<file path="src/rtl/cndm_proto_pcie_us_axil_rq_if.sv">
// Bus bundle for the AXI-lite to PCIe RQ/RC bridge: AXI-lite slave, RQ master and RC slave.
// The slave modport is the bridge's view; the master modport is the surrounding system's view.
interface cndm_proto_pcie_us_axil_rq_if #(
    parameter int unsigned AXIL_ADDR_W = 32
);
    logic [AXIL_ADDR_W-1:0] s_axil_awaddr;
    logic                   s_axil_awvalid;
    logic                   s_axil_awready;
    logic [31:0]            s_axil_wdata;
    logic [3:0]             s_axil_wstrb;
    logic                   s_axil_wvalid;
    logic                   s_axil_wready;
    logic [1:0]             s_axil_bresp;
    logic                   s_axil_bvalid;
    logic                   s_axil_bready;
    logic [AXIL_ADDR_W-1:0] s_axil_araddr;
    logic                   s_axil_arvalid;
    logic                   s_axil_arready;
    logic [31:0]            s_axil_rdata;
    logic [1:0]             s_axil_rresp;
    logic                   s_axil_rvalid;
    logic                   s_axil_rready;

    logic [255:0]           m_axis_rq_tdata;
    logic [7:0]             m_axis_rq_tkeep;
    logic [61:0]            m_axis_rq_tuser;
    logic                   m_axis_rq_tvalid;
    logic                   m_axis_rq_tready;
    logic                   m_axis_rq_tlast;

    logic [255:0]           s_axis_rc_tdata;
    logic [7:0]             s_axis_rc_tkeep;
    logic [74:0]            s_axis_rc_tuser;
    logic                   s_axis_rc_tvalid;
    logic                   s_axis_rc_tready;
    logic                   s_axis_rc_tlast;

    modport slave (
        input  s_axil_awaddr, s_axil_awvalid, s_axil_wdata, s_axil_wstrb, s_axil_wvalid,
        input  s_axil_bready, s_axil_araddr, s_axil_arvalid, s_axil_rready,
        output s_axil_awready, s_axil_wready, s_axil_bresp, s_axil_bvalid,
        output s_axil_arready, s_axil_rdata, s_axil_rresp, s_axil_rvalid,
        output m_axis_rq_tdata, m_axis_rq_tkeep, m_axis_rq_tuser, m_axis_rq_tvalid,
        output m_axis_rq_tlast,
        input  m_axis_rq_tready,
        input  s_axis_rc_tdata, s_axis_rc_tkeep, s_axis_rc_tuser, s_axis_rc_tvalid,
        input  s_axis_rc_tlast,
        output s_axis_rc_tready
    );

    modport master (
        output s_axil_awaddr, s_axil_awvalid, s_axil_wdata, s_axil_wstrb, s_axil_wvalid,
        output s_axil_bready, s_axil_araddr, s_axil_arvalid, s_axil_rready,
        input  s_axil_awready, s_axil_wready, s_axil_bresp, s_axil_bvalid,
        input  s_axil_arready, s_axil_rdata, s_axil_rresp, s_axil_rvalid,
        input  m_axis_rq_tdata, m_axis_rq_tkeep, m_axis_rq_tuser, m_axis_rq_tvalid,
        input  m_axis_rq_tlast,
        output m_axis_rq_tready,
        output s_axis_rc_tdata, s_axis_rc_tkeep, s_axis_rc_tuser, s_axis_rc_tvalid,
        output s_axis_rc_tlast,
        input  s_axis_rc_tready
    );
endinterface

</file>
<file path="src/rtl/cndm_proto_pcie_us_axil_rq.sv">
// Single-outstanding AXI-lite slave bridged to UltraScale PCIe RQ (1-DW MemWr/MemRd) with the
// read data returned from the matching RC completion.
module cndm_proto_pcie_us_axil_rq #(
    parameter int unsigned AXIL_ADDR_W = 32,
    parameter int unsigned TAG_W       = 5,
    parameter int unsigned TIMEOUT     = 65535
) (
    input  logic        clk,
    input  logic        rst_n,
    cndm_proto_pcie_us_axil_rq_if.slave bus,
    input  logic [63:0] pcie_base_addr,
    output logic        busy,
    output logic        stat_timeout
);
    localparam int unsigned CNT_W = $clog2(TIMEOUT + 1);

    localparam logic [2:0] ST_IDLE    = 3'd0;
    localparam logic [2:0] ST_WR_TLP  = 3'd1;
    localparam logic [2:0] ST_WR_RESP = 3'd2;
    localparam logic [2:0] ST_RD_TLP  = 3'd3;
    localparam logic [2:0] ST_RD_WAIT = 3'd4;
    localparam logic [2:0] ST_RD_RESP = 3'd5;

    logic [2:0]       r_state;
    logic             r_awready;
    logic             r_wready;
    logic             r_arready;
    logic             r_bvalid;
    logic             r_rvalid;
    logic [31:0]      r_rdata;
    logic [1:0]       r_rresp;
    logic [255:0]     r_rq_tdata;
    logic [7:0]       r_rq_tkeep;
    logic [61:0]      r_rq_tuser;
    logic             r_rq_tvalid;
    logic             r_rq_tlast;
    logic             r_rc_tready;
    logic [TAG_W-1:0] r_tag;
    logic [7:0]       r_issued_tag;
    logic [CNT_W-1:0] r_tmo_cnt;
    logic             r_rc_sop;
    logic             r_rc_match;
    logic             r_busy;
    logic             r_stat_timeout;

    logic [63:0]      w_wr_addr;
    logic [63:0]      w_rd_addr;
    logic [255:0]     w_wr_desc;
    logic [255:0]     w_rd_desc;
    logic             w_rc_beat;
    logic             w_rc_hit_first;
    logic             w_rc_claimed;
    logic             w_tmo_hit;
    logic             w_rc_ok;
    logic             w_unused;

    assign w_wr_addr = pcie_base_addr + 64'(bus.s_axil_awaddr);
    assign w_rd_addr = pcie_base_addr + 64'(bus.s_axil_araddr);

    always_comb begin
        w_wr_desc            = '0;
        w_wr_desc[63:2]      = w_wr_addr[63:2];
        w_wr_desc[74:64]     = 11'd1;
        w_wr_desc[78:75]     = 4'b0001;
        w_wr_desc[159:128]   = bus.s_axil_wdata;
        w_rd_desc            = '0;
        w_rd_desc[63:2]      = w_rd_addr[63:2];
        w_rd_desc[74:64]     = 11'd1;
        w_rd_desc[103:96]    = 8'(r_tag);
    end

    assign w_rc_beat      = bus.s_axis_rc_tvalid && r_rc_tready;
    assign w_rc_hit_first = w_rc_beat && r_rc_sop && (bus.s_axis_rc_tdata[71:64] == r_issued_tag);
    // Once a matching completion has started it owns the read; the timeout can no longer fire.
    assign w_rc_claimed   = w_rc_hit_first || r_rc_match;
    assign w_tmo_hit      = (r_tmo_cnt == CNT_W'(TIMEOUT - 1));
    assign w_rc_ok        = (bus.s_axis_rc_tdata[45:43] == 3'd0);

    assign w_unused = ^{bus.s_axis_rc_tkeep, bus.s_axis_rc_tuser, bus.s_axis_rc_tdata[255:128],
                        bus.s_axis_rc_tdata[95:72], bus.s_axis_rc_tdata[63:46],
                        bus.s_axis_rc_tdata[42:0], w_wr_addr[1:0], w_rd_addr[1:0]};

    always_ff @(posedge clk or negedge rst_n) begin
        if (!rst_n) begin
            r_state        <= ST_IDLE;
            r_awready      <= 1'b0;
            r_wready       <= 1'b0;
            r_arready      <= 1'b0;
            r_bvalid       <= 1'b0;
            r_rvalid       <= 1'b0;
            r_rdata        <= '0;
            r_rresp        <= '0;
            r_rq_tdata     <= '0;
            r_rq_tkeep     <= '0;
            r_rq_tuser     <= '0;
            r_rq_tvalid    <= 1'b0;
            r_rq_tlast     <= 1'b0;
            r_rc_tready    <= 1'b0;
            r_tag          <= '0;
            r_issued_tag   <= '0;
            r_tmo_cnt      <= '0;
            r_rc_sop       <= 1'b1;
            r_rc_match     <= 1'b0;
            r_busy         <= 1'b0;
            r_stat_timeout <= 1'b0;
        end else begin
            r_stat_timeout <= 1'b0;
            case (r_state)
                ST_IDLE: begin
                    // Ready is raised one cycle ahead so the handshake cycle sees registered ready.
                    if (r_awready) begin
                        r_awready <= 1'b0;
                        r_wready  <= 1'b0;
                        if (bus.s_axil_awvalid && bus.s_axil_wvalid) begin
                            r_rq_tdata  <= w_wr_desc;
                            r_rq_tkeep  <= 8'h1F;
                            r_rq_tuser  <= {58'd0, bus.s_axil_wstrb};
                            r_rq_tvalid <= 1'b1;
                            r_rq_tlast  <= 1'b1;
                            r_busy      <= 1'b1;
                            r_state     <= ST_WR_TLP;
                        end
                    end else if (r_arready) begin
                        r_arready <= 1'b0;
                        if (bus.s_axil_arvalid) begin
                            r_rq_tdata   <= w_rd_desc;
                            r_rq_tkeep   <= 8'h0F;
                            r_rq_tuser   <= {58'd0, 4'hF};
                            r_rq_tvalid  <= 1'b1;
                            r_rq_tlast   <= 1'b1;
                            r_issued_tag <= 8'(r_tag);
                            r_busy       <= 1'b1;
                            r_state      <= ST_RD_TLP;
                        end
                    end else if (bus.s_axil_awvalid && bus.s_axil_wvalid) begin
                        r_awready <= 1'b1;
                        r_wready  <= 1'b1;
                    end else if (bus.s_axil_arvalid) begin
                        r_arready <= 1'b1;
                    end
                end
                ST_WR_TLP: begin
                    if (bus.m_axis_rq_tready) begin
                        r_rq_tvalid <= 1'b0;
                        r_rq_tlast  <= 1'b0;
                        r_bvalid    <= 1'b1;
                        r_state     <= ST_WR_RESP;
                    end
                end
                ST_WR_RESP: begin
                    if (bus.s_axil_bready) begin
                        r_bvalid <= 1'b0;
                        r_busy   <= 1'b0;
                        r_state  <= ST_IDLE;
                    end
                end
                ST_RD_TLP: begin
                    if (bus.m_axis_rq_tready) begin
                        r_rq_tvalid <= 1'b0;
                        r_rq_tlast  <= 1'b0;
                        r_tag       <= r_tag + 1'b1;
                        r_tmo_cnt   <= '0;
                        r_rc_tready <= 1'b1;
                        r_state     <= ST_RD_WAIT;
                    end
                end
                ST_RD_WAIT: begin
                    if (w_rc_beat) begin
                        // SOP tracking survives leaving RD_WAIT so a half-consumed TLP is finished later.
                        r_rc_sop <= bus.s_axis_rc_tlast;
                        if (w_rc_hit_first) begin
                            r_rdata    <= w_rc_ok ? bus.s_axis_rc_tdata[127:96] : 32'hFFFF_FFFF;
                            r_rresp    <= w_rc_ok ? 2'b00 : 2'b10;
                            r_rc_match <= !bus.s_axis_rc_tlast;
                        end else if (r_rc_match && bus.s_axis_rc_tlast) begin
                            r_rc_match <= 1'b0;
                        end
                        if ((w_rc_hit_first || r_rc_match) && bus.s_axis_rc_tlast) begin
                            r_rvalid    <= 1'b1;
                            r_rc_tready <= 1'b0;
                            r_state     <= ST_RD_RESP;
                        end
                    end
                    if (!w_rc_claimed && w_tmo_hit) begin
                        r_stat_timeout <= 1'b1;
                        r_rdata        <= 32'hFFFF_FFFF;
                        r_rresp        <= 2'b10;
                        r_rvalid       <= 1'b1;
                        r_rc_tready    <= 1'b0;
                        r_state        <= ST_RD_RESP;
                    end else if (!w_tmo_hit) begin
                        r_tmo_cnt <= r_tmo_cnt + 1'b1;
                    end
                end
                ST_RD_RESP: begin
                    if (bus.s_axil_rready) begin
                        r_rvalid <= 1'b0;
                        r_busy   <= 1'b0;
                        r_state  <= ST_IDLE;
                    end
                end
                default: begin
                    r_state <= ST_IDLE;
                end
            endcase
        end
    end

    assign bus.s_axil_awready   = r_awready;
    assign bus.s_axil_wready    = r_wready;
    assign bus.s_axil_bresp     = 2'b00;
    assign bus.s_axil_bvalid    = r_bvalid;
    assign bus.s_axil_arready   = r_arready;
    assign bus.s_axil_rdata     = r_rdata;
    assign bus.s_axil_rresp     = r_rresp;
    assign bus.s_axil_rvalid    = r_rvalid;
    assign bus.m_axis_rq_tdata  = r_rq_tdata;
    assign bus.m_axis_rq_tkeep  = r_rq_tkeep;
    assign bus.m_axis_rq_tuser  = r_rq_tuser;
    assign bus.m_axis_rq_tvalid = r_rq_tvalid;
    assign bus.m_axis_rq_tlast  = r_rq_tlast;
    assign bus.s_axis_rc_tready = r_rc_tready;
    assign busy                 = r_busy;
    assign stat_timeout         = r_stat_timeout;
endmodule

</file>
<file path="src/flat_wrapper.sv">
// flat-port wrapper written by rule: the top's interface ports become plain ports
module cndm_proto_pcie_us_axil_rq_flat 
#(
    parameter int unsigned AXIL_ADDR_W = 32,
    parameter int unsigned TAG_W       = 5,
    parameter int unsigned TIMEOUT     = 65535
)
  (clk, rst_n, pcie_base_addr, busy, stat_timeout, bus_s_axil_awaddr, bus_s_axil_awvalid, bus_s_axil_wdata, bus_s_axil_wstrb, bus_s_axil_wvalid, bus_s_axil_bready, bus_s_axil_araddr, bus_s_axil_arvalid, bus_s_axil_rready, bus_s_axil_awready, bus_s_axil_wready, bus_s_axil_bresp, bus_s_axil_bvalid, bus_s_axil_arready, bus_s_axil_rdata, bus_s_axil_rresp, bus_s_axil_rvalid, bus_m_axis_rq_tdata, bus_m_axis_rq_tkeep, bus_m_axis_rq_tuser, bus_m_axis_rq_tvalid, bus_m_axis_rq_tlast, bus_m_axis_rq_tready, bus_s_axis_rc_tdata, bus_s_axis_rc_tkeep, bus_s_axis_rc_tuser, bus_s_axis_rc_tvalid, bus_s_axis_rc_tlast, bus_s_axis_rc_tready);
  cndm_proto_pcie_us_axil_rq_if #(.AXIL_ADDR_W(AXIL_ADDR_W)) bus_i ();
  input  logic clk;
  input  logic rst_n;
  input  logic [63:0] pcie_base_addr;
  output logic busy;
  output logic stat_timeout;
  input wire logic [$bits(bus_i.s_axil_awaddr)-1:0] bus_s_axil_awaddr;
  input wire logic [$bits(bus_i.s_axil_awvalid)-1:0] bus_s_axil_awvalid;
  input wire logic [$bits(bus_i.s_axil_wdata)-1:0] bus_s_axil_wdata;
  input wire logic [$bits(bus_i.s_axil_wstrb)-1:0] bus_s_axil_wstrb;
  input wire logic [$bits(bus_i.s_axil_wvalid)-1:0] bus_s_axil_wvalid;
  input wire logic [$bits(bus_i.s_axil_bready)-1:0] bus_s_axil_bready;
  input wire logic [$bits(bus_i.s_axil_araddr)-1:0] bus_s_axil_araddr;
  input wire logic [$bits(bus_i.s_axil_arvalid)-1:0] bus_s_axil_arvalid;
  input wire logic [$bits(bus_i.s_axil_rready)-1:0] bus_s_axil_rready;
  output wire logic [$bits(bus_i.s_axil_awready)-1:0] bus_s_axil_awready;
  output wire logic [$bits(bus_i.s_axil_wready)-1:0] bus_s_axil_wready;
  output wire logic [$bits(bus_i.s_axil_bresp)-1:0] bus_s_axil_bresp;
  output wire logic [$bits(bus_i.s_axil_bvalid)-1:0] bus_s_axil_bvalid;
  output wire logic [$bits(bus_i.s_axil_arready)-1:0] bus_s_axil_arready;
  output wire logic [$bits(bus_i.s_axil_rdata)-1:0] bus_s_axil_rdata;
  output wire logic [$bits(bus_i.s_axil_rresp)-1:0] bus_s_axil_rresp;
  output wire logic [$bits(bus_i.s_axil_rvalid)-1:0] bus_s_axil_rvalid;
  output wire logic [$bits(bus_i.m_axis_rq_tdata)-1:0] bus_m_axis_rq_tdata;
  output wire logic [$bits(bus_i.m_axis_rq_tkeep)-1:0] bus_m_axis_rq_tkeep;
  output wire logic [$bits(bus_i.m_axis_rq_tuser)-1:0] bus_m_axis_rq_tuser;
  output wire logic [$bits(bus_i.m_axis_rq_tvalid)-1:0] bus_m_axis_rq_tvalid;
  output wire logic [$bits(bus_i.m_axis_rq_tlast)-1:0] bus_m_axis_rq_tlast;
  input wire logic [$bits(bus_i.m_axis_rq_tready)-1:0] bus_m_axis_rq_tready;
  input wire logic [$bits(bus_i.s_axis_rc_tdata)-1:0] bus_s_axis_rc_tdata;
  input wire logic [$bits(bus_i.s_axis_rc_tkeep)-1:0] bus_s_axis_rc_tkeep;
  input wire logic [$bits(bus_i.s_axis_rc_tuser)-1:0] bus_s_axis_rc_tuser;
  input wire logic [$bits(bus_i.s_axis_rc_tvalid)-1:0] bus_s_axis_rc_tvalid;
  input wire logic [$bits(bus_i.s_axis_rc_tlast)-1:0] bus_s_axis_rc_tlast;
  output wire logic [$bits(bus_i.s_axis_rc_tready)-1:0] bus_s_axis_rc_tready;
  assign bus_i.s_axil_awaddr = bus_s_axil_awaddr;
  assign bus_i.s_axil_awvalid = bus_s_axil_awvalid;
  assign bus_i.s_axil_wdata = bus_s_axil_wdata;
  assign bus_i.s_axil_wstrb = bus_s_axil_wstrb;
  assign bus_i.s_axil_wvalid = bus_s_axil_wvalid;
  assign bus_i.s_axil_bready = bus_s_axil_bready;
  assign bus_i.s_axil_araddr = bus_s_axil_araddr;
  assign bus_i.s_axil_arvalid = bus_s_axil_arvalid;
  assign bus_i.s_axil_rready = bus_s_axil_rready;
  assign bus_s_axil_awready = bus_i.s_axil_awready;
  assign bus_s_axil_wready = bus_i.s_axil_wready;
  assign bus_s_axil_bresp = bus_i.s_axil_bresp;
  assign bus_s_axil_bvalid = bus_i.s_axil_bvalid;
  assign bus_s_axil_arready = bus_i.s_axil_arready;
  assign bus_s_axil_rdata = bus_i.s_axil_rdata;
  assign bus_s_axil_rresp = bus_i.s_axil_rresp;
  assign bus_s_axil_rvalid = bus_i.s_axil_rvalid;
  assign bus_m_axis_rq_tdata = bus_i.m_axis_rq_tdata;
  assign bus_m_axis_rq_tkeep = bus_i.m_axis_rq_tkeep;
  assign bus_m_axis_rq_tuser = bus_i.m_axis_rq_tuser;
  assign bus_m_axis_rq_tvalid = bus_i.m_axis_rq_tvalid;
  assign bus_m_axis_rq_tlast = bus_i.m_axis_rq_tlast;
  assign bus_i.m_axis_rq_tready = bus_m_axis_rq_tready;
  assign bus_i.s_axis_rc_tdata = bus_s_axis_rc_tdata;
  assign bus_i.s_axis_rc_tkeep = bus_s_axis_rc_tkeep;
  assign bus_i.s_axis_rc_tuser = bus_s_axis_rc_tuser;
  assign bus_i.s_axis_rc_tvalid = bus_s_axis_rc_tvalid;
  assign bus_i.s_axis_rc_tlast = bus_s_axis_rc_tlast;
  assign bus_s_axis_rc_tready = bus_i.s_axis_rc_tready;
  cndm_proto_pcie_us_axil_rq #(.AXIL_ADDR_W(AXIL_ADDR_W), .TAG_W(TAG_W), .TIMEOUT(TIMEOUT)) u_core (.clk(clk), .rst_n(rst_n), .bus(bus_i), .pcie_base_addr(pcie_base_addr), .busy(busy), .stat_timeout(stat_timeout));
endmodule
</file>
<file path="config.mk">
export PLATFORM = sky130hd
export DESIGN_NAME = cndm_proto_pcie_us_axil_rq_flat
export DESIGN_NICKNAME = d
export VERILOG_FILES = /design/src/rtl/cndm_proto_pcie_us_axil_rq_if.sv /design/src/rtl/cndm_proto_pcie_us_axil_rq.sv /design/src/flat_wrapper.sv
export SDC_FILE = /design/constraint.sdc
export NUM_CORES = 1
export LEC_CHECK = 0
export BUFFER_PORTS_ARGS = -buffer_cell sky130_fd_sc_hd__clkbuf_2
export CAP_MARGIN = 20
export CORE_AREA = 5 5 342 344
export DETAILED_ROUTE_END_ITERATION = 16
export DIE_AREA = 0 0 347 349
export SYNTH_ARGS = -nofsm -noshare
export SYNTH_HDL_FRONTEND = slang
export SYNTH_SLANG_ARGS = --single-unit
</file>
<file path="constraint.sdc">
create_clock -name clk -period 5.3 [get_ports clk]
set_input_delay 0.53 -clock clk [delete_from_list [all_inputs] [get_ports clk]]
set_output_delay 0.53 -clock clk [all_outputs]
set_load 0.02 [all_outputs]
</file>
Word level (Yosys, flattened, before mapping)
Index checks and enable logic that the tools add are counted.
W data, S select, Z words.
Storage, ports and cells
  bits in latches: 0
  logic and storage cells: 152
  output and inout bits: 372
  register bits after elaboration: 400
  memory bits (read-only): 0
  RAM bits: 0
  memories kept: 0
  input port bits: 513
Cells by class
  divide/modulo/power cells: 0
  shifts and indexed selects: 0
  bitwise operators: 1
  add/sub/neg operators: 4
  reduce and logical (&&, ||, !) cells: 39
  equality and inequality tests: 21
  magnitude comparators: 0
  multiply operators: 0
  muxes and demuxes: 67
Operators with widths (count)
  $mux W256: 4
  $mux W62: 4
  $add A64 B32 Y64: 2
  $mux W32: 4
  $mux W16: 3
  $mux W3: 11
  $mux W8: 4
  $pmux W16 S2: 1
  $mux W1: 26
  $reduce_and A4 Y1: 5
  $reduce_bool A2 Y1: 10
  $pmux W3 S6: 1
  $add A16 B1 Y16 const B: 1
  $eq A16 B16 Y1 const B: 1
  $ne A2 B2 Y1 const B: 7
  $reduce_and A3 Y1: 4
  $ne A3 B1 Y1 const B: 3
  $reduce_and A9 Y1: 1
  $eq A8 B5 Y1: 1
  $mux W2: 4
  $pmux W1 S2: 4
  $logic_and A1 B1 Y1: 7
  $eq A3 B2 Y1 const B: 2
  $eq A3 B3 Y1 const B: 2
  15 further kinds: 20

Depth between registers and ports, before layout
Gate-level depths: netlist of run 1.
  depth after elaboration: 9
  gate-level depth with buffers: 15
  gate-level depth less buffers: 10

Least setup slack after synthesis of run 1
No wires, ideal clock.
  kind: flip-flop to flip-flop
  start: register u_core.r_awready (netlist: u_core.bus.s_axil_awready)
  end: register u_core.r_rq_tdata[53] (netlist: u_core.bus.m_axis_rq_tdata[53])
  data required time: 5165 ps
  setup slack: 1542 ps
  data arrival time: 3623 ps
  path buffers: 4
  stages on the path, launching flop included: 15
  setup time: 135 ps
  clock period less this slack: 3758 ps
  cell sequence: dfrtp_1 > clkbuf_1 > buf_1 > mux2_2 > ha_1 > a21oi_1 > o21ai_0 > and4_1 > a2111oi_4 > a31oi_4 > buf_6 > buf_2 > o2111ai_1 > xor2_1 > o21ai_0
Between the ends
  cells in the longest elaborated chain, start to end: 2
  elaborated cells on any way between the ends: 5
  those cells by class: eq/ne (1); mux (1); reduce/logical (3)
Ends and longest elaborated chain
  start, declared: RTL line cndm_proto_pcie_us_axil_rq.sv:25  | logic r_awready;
  start signal, assigned: RTL line cndm_proto_pcie_us_axil_rq.sv:86  | r_awready <= 1'b0;
  start signal, assigned: RTL line cndm_proto_pcie_us_axil_rq.sv:112  | r_awready <= 1'b0;
  start signal, assigned: RTL line cndm_proto_pcie_us_axil_rq.sv:136  | r_awready <= 1'b1;
  $ne A2 B2 Y1 (no line) / $reduce_bool A2 Y1 (equally long branches)
  $reduce_and A4 Y1 (no line)
  end signal, assigned: RTL line cndm_proto_pcie_us_axil_rq.sv:115  | r_rq_tdata <= w_wr_desc;
  end signal, assigned: RTL line cndm_proto_pcie_us_axil_rq.sv:126  | r_rq_tdata <= w_rd_desc;
  end, declared: RTL line cndm_proto_pcie_us_axil_rq.sv:32  | logic [255:0] r_rq_tdata;
Several ways; a longest one is shown, not always the timed one.
A chain may end at the register's enable or synchronous reset.

Final worst setup path of run 1
  start: register u_core.r_awready (netlist: u_core.bus.s_axil_awready)
  end: register u_core.r_rq_tdata[36] (netlist: u_core.bus.m_axis_rq_tdata[36])
The elaborated chain is that of the path after synthesis.

==> results of run 1 <==
critical path: cells and delay by family (launching register included):
family                     cells  cell delay, ps
muxes                          1             410
buffers and inverters          1             280
adders and majority gates      1             270
DFF                            1             800
AOI/OAI and AO/OA              6            1760
xor gates and xnor gates       1             670
and+or+nand+nor                1             310
power by group through the flow:
stage	registers [uW]	clock network, uW	logic [uW]
3_3_place_gp	2200	0	2840
4_1_cts	2190	1450	2870
5_1_grt	2260	1490	3080
3_5_place_dp	2210	0	2870
6_report	2180	1360	2800
2_1_floorplan	2600	0	1410
placed cells by master, fill, tap and decap left out, drive strengths merged, types with 38 or more instances in the layout:
cell type	instances
o21ai	66
nor2	156
dfrtp	177
a21oi	44
mux2	39
clkbuf	386
a22o	38
conb	219
nand2	87
xor2	41
what timing repair did:
action	CTS	global route
hold buffers	1	0
buffers inserted	0	0
setup endpoints to repair	0	0
endpoints found under the hold margin	55	0
through the flow:
| stage | cell area (sq um) | power, uW | cells | hold slack (ps) | utilization |
|---|---|---|---|---|---|
| after floorplan | 12000 | 4010 | 1426 | 234 | - |
| after global placement | 14000 | 5050 | 3049 | 467 | 0.123 |
| after detailed placement | 14000 | 5080 | 3049 | 473 | 0.123 |
| after CTS | 14600 | 6520 | 3081 | 160 | 0.128 |
| after global routing | 14600 | 6830 | 3083 | 193 | 0.129 |
| final | 14600 | 6350 | 3084 | 235 | 0.129 |
path summary, 6_finish.rpt:
kind                                                   end  slack [ps]
setup / recovery            u_core.bus.m_axis_rq_tdata[36]         580
hold / removal                           u_core.r_rc_match         240
setup reg to reg            u_core.bus.m_axis_rq_tdata[36]         580
hold reg to reg             u_core.bus.m_axis_rq_tdata[17]         480
max in group asynchronous  u_core.bus.m_axis_rq_tdata[129]        3600
min in group asynchronous   u_core.bus.m_axis_rq_tdata[59]         580
registers in the layout, summed over array words and instances (netlist names), 3 cells and up:
register / count
u_core.bus.s_axil_rdata: 32
u_core.bus.m_axis_rq_tuser: 4
u_core.bus.m_axis_rq_tdata: 101
u_core.r_tmo_cnt: 16
u_core.r_issued_tag: 5
u_core.r_state: 3
u_core.r_tag: 5
layout make-up:
type / instances / area, sq um
fillers: 13115 / 99000
diodes: 2 / 5.00
clock buffers: 17 / 425
flip-flops and latches: 178 / 4460
multi-input cells: 962 / 5600
repair buffers: 384 / 2010
well taps: 1512 / 1890
inverters: 15 / 56.3
clock inverters: 14 / 165
synth_stat cells (4+ instances only):
master,n
or3_1,14
clkbuf_1,32
o21ai_0,63
nand2b_1,4
nor2_1,155
nor2b_1,5
o211ai_1,11
xnor2_1,22
o22a_1,4
nand3_1,21
dfrtp_1,177
nand2_1,87
o31ai_1,10
xor2_1,41
a22o_1,38
inv_1,15
or2_2,5
or4_1,4
o2111ai_1,11
buf_1,7
buf_2,5
buf_4,226
nor3_1,13
ha_1,34
and2_1,6
a21oi_1,44
nand4_1,10
and4_1,9
and3_1,22
mux2_2,39
a31oi_1,16
a21o_1,12
o21a_1,11
logic make-up after synthesis:
logic type,share of synthesized area
other,0.000336
AOI/OAI and AO/OA,0.151
and+or+nand+nor,0.148
muxes,0.0394
DFF,0.400
xor gates and xnor gates,0.0495
buffers and inverters,0.174
adders and majority gates,0.0382
metal layers:
metal	up-vias	wire (um)	track usage
li1	4444	-	-
met1	4389	19100	0.0877
met2	422	19900	0.107
met3	52	4130	0.0303
met4	10	1070	0.0225
met5	-	69	0
==> results.ini, run 1 <==
[status]
status=finished, final reports clean

[critical_path]
worst_path_max_delay_cell=dfrtp_2
crit_path_frequent_cell=o21ai_0
r2r-start=u_core.bus.s_axil_awready
cp-end-kind=register
max_stage_delay_ps=800
crit_path_start=u_core.bus.s_axil_awready
crit_type=reg2reg
cp.required_ps=5650
setup.worst_path.start_class=register
cp.arrival_ps=5070
reg2regPathDepth=11
cp_cell_sequence=buf_4 > mux2_2 > ha_1 > a21oi_1 > o21ai_0 > and4_1 > a2111oi_4 > a31oi_4 > o211ai_1 > xor2_1 > o21ai_0
path_max_fanout=21

[floorplanning]
initial_utilization=0.0981
ios=885
die_y_um=349
die_x_um=347
num_rows=124
fp.coreArea_sq_mm=0.114
die_area_sq_mm=0.121

[power]
combPwrFrac=0.441
clkPwrFrac=0.215
power.density_mw_per_mm2=435
pwr-share-seq=0.344
switchingPower_uw=2910
ir_drop_v=0.000259
leakage_uw=0.00669
switching_share=0.458
p_int_uw=3440

[place]
dp_hpwl_um=36500
io_buffers=369
globalplace.congestion=0.826
post-place-ws_ps=644

[hold_path]
min-delay-start=bus_s_axis_rc_tlast
whs_path_depth=2
hold_class=in2reg

[timing]
fmax_ghz=0.212
hold_viol_final=0
timing.final.ws_setup_ps=583
clock_skew_ps=27.2
layout_min_cycle_time_ps=4720
grt_setup_unrepaired=false
period_share=0.890
setup_viol=0
tightest_slew_ps=1110
drv_slew=0
maxSlewHeadroom=0.261
fin_tns_setup_ps=0

[final_layout]
area_delta_synth_final_pct=31.0
nNetsFinal=2105
drive_gt1_frac=0.301

[global_route]
grt_util_all_layers=0.0695
grt_overflow_total=0
antenna_found_initial=13
grt_max_degree=77
grt_pass1_vias=8787
grt_pass1_wl_um=60200

[synth]
ys_seq_area_frac=0.400
synth.distinct_cells=61
synthDominantCellAreaShare=0.397
synth_edf_count=0
postSynthAreaPerCell_sq_um=9.23
synth_flop_cell=dfrtp_1
async_flop_share=1.00
yosys.area.top_type=dfrtp_1
synthCells=1208
synth_area_leaders=dfrtp_1 (40%), buf_4 (15%), nor2_1 (5.2%), mux2_2 (3.9%), ha_1 (3.8%)
syn-cell-area_sq_mm=0.0111
yosysWarnings=0
ys_seq_elements=178

[route]
drtIter0Drc=439
ant_nets=0
num_vias=9317
wl_per_cell_um=14.4
wl_um=44300
first_pass_iters=5
via_per_inst=3.02
drc_errors=0

[clocking]
h-tree-depth=4
postCtsResizedCells=0
clock-sinks=178
clockBufferDepth=2
clk_latency_ps=510
cts_tree=done
cts_buffers=17
cts-root-buf=clkbuf_16
clkTransAtPathRegs_ps=80

[job]
maxCapViolations=0

(Power assumes the default switching activity.)
==> inputs of run 2 (changes only) <==
PLACE_DENSITY = 0.3   (was not set)
==> results.ini, run 2 (same netlist as run 1, synthesis figures left out) <==
[hold_path]
min-delay-start=bus_s_axil_wdata[25]
hold_class=in2reg

[clocking]
h-tree-depth=4
cts-root-buf=clkbuf_16
clock-sinks=178
clk_latency_ps=490
clockBufferDepth=2
clkTransAtPathRegs_ps=90
cts_buffers=17
postCtsResizedCells=0
cts_tree=done

[timing]
period_share=0.856
layout_min_cycle_time_ps=4540
drv_slew=0
clock_skew_ps=16.0
setup_viol=0
maxSlewHeadroom=0.436
fin_tns_setup_ps=0
timing.final.ws_setup_ps=761
grt_setup_unrepaired=false
tightest_slew_ps=843
hold_viol_final=0
fmax_ghz=0.220

[floorplanning]
initial_utilization=0.0981
num_rows=124
die_y_um=349
fp.coreArea_sq_mm=0.114
die_area_sq_mm=0.121
die_x_um=347
ios=885

[global_route]
grt_max_degree=119
grt_pass1_vias=9600
grt_pass1_wl_um=66700
grt_util_all_layers=0.0751
grt_overflow_total=0
antenna_found_initial=17

[final_layout]
final_cell_mix=clkbuf_2 (368), conb_1 (219), dfrtp_1 (176)
final_core_utilization=0.129
fill_cells=13144
multi_input_area_sq_mm=0.00560
largest_reg_flops=101
fin_area_sq_mm=0.0146
regArea_sq_mm=0.00446
drive_gt1_frac=0.300
stdcell_count=3086
area_delta_synth_final_pct=31.3
mostFrequentLayoutCell=clkbuf_2
nNetsFinal=2105

[place]
globalplace.congestion=0.770
dp.cells=3050
dp_hpwl_um=38300
io_buffers=369
post-place-ws_ps=679
placedInstanceArea_sq_mm=0.0140

[route]
drc_errors=0
first_pass_iters=4
wl_per_cell_um=15.2
drtIter0Drc=402
num_vias=9387
via_per_inst=3.04
wl_um=47000
ant_nets=0

[power]
combPwrFrac=0.430
clkPwrFrac=0.224
p_int_uw=3450
power.density_mw_per_mm2=434
ir_drop_v=0.000255
leakage_uw=0.00670
switching_share=0.457
switchingPower_uw=2900
pwr-share-seq=0.346

[critical_path]
cp-end-kind=register
crit_path_start=u_core.bus.s_axil_awready
cp.required_ps=5630
r2r-start=u_core.bus.s_axil_awready
crit_type=reg2reg
setup.worst_path.start_class=register
path_max_fanout=13
cp.arrival_ps=4870

[job]
maxCapViolations=0

[status]
status=finished, final reports clean

-- run 2: cell type report --
cell class | instances | share of cell area
Multi-Input combinational cell | 962 | 0.382
Sequential cell | 178 | 0.305
Timing Repair Buffer | 384 | 0.137
Tap cell | 1512 | 0.129
Clock buffer | 18 | 0.0293
Clock inverter | 14 | 0.0128
Inverter | 15 | 0.00385
Antenna cell | 3 | 0.000513
-- run 2: timing repair --
item / in CTS / in global routing
setup buffers: 0 / 0
endpoints found under the hold margin: 1 / 0
hold buffers: 1 / 0
-- run 2: metal layers --
metal  routed length, um  track usage
met1               20900       0.0965
met5                 135            0
met2               21100        0.117
met3                4340       0.0315
met4                 529       0.0179
-- run 2: critical path, stage by stage (launching register included) --
cell	delay [ps]
dfrtp_2	700
buf_4	310
mux2_2	470
ha_1	370
and4_1	200
nand2_1	80
a31oi_2	380
o21ai_2	200
a31oi_4	600
o211ai_1	280
xor2_1	580
o21ai_0	170
-- run 2: through the flow --
stage / hold WS, ps / power, uW
2_1_floorplan: 234 / 4010
6_report: 251 / 6360
3_3_place_gp: 469 / 5020
4_1_cts: 175 / 6550
5_1_grt: 194 / 6860
3_5_place_dp: 476 / 5030
-- run 2: power groups by stage --
stage | sequential [uW] | combinational [uW] | clock, uW
floorplan | 2600 | 1410 | 0
global placement | 2230 | 2800 | 0
detailed placement | 2240 | 2790 | 0
CTS | 2220 | 2810 | 1530
global route | 2280 | 3010 | 1560
finish | 2200 | 2730 | 1420
-- run 2: final timing paths --
check / end / slack (ps) / cells after the start
max in group asynchronous: u_core.bus.m_axis_rq_tdata[138] / 3590 / 3
min in group asynchronous: u_core.bus.m_axis_rq_tdata[54] / 560 / 2
setup / recovery: u_core.bus.m_axis_rq_tdata[47] / 760 / 11
hold reg to reg: u_core.bus.m_axis_rq_tdata[35] / 490 / 2
hold / removal: u_core.bus.m_axis_rq_tdata[153] / 250 / 2
setup reg to reg: u_core.bus.m_axis_rq_tdata[47] / 760 / 11
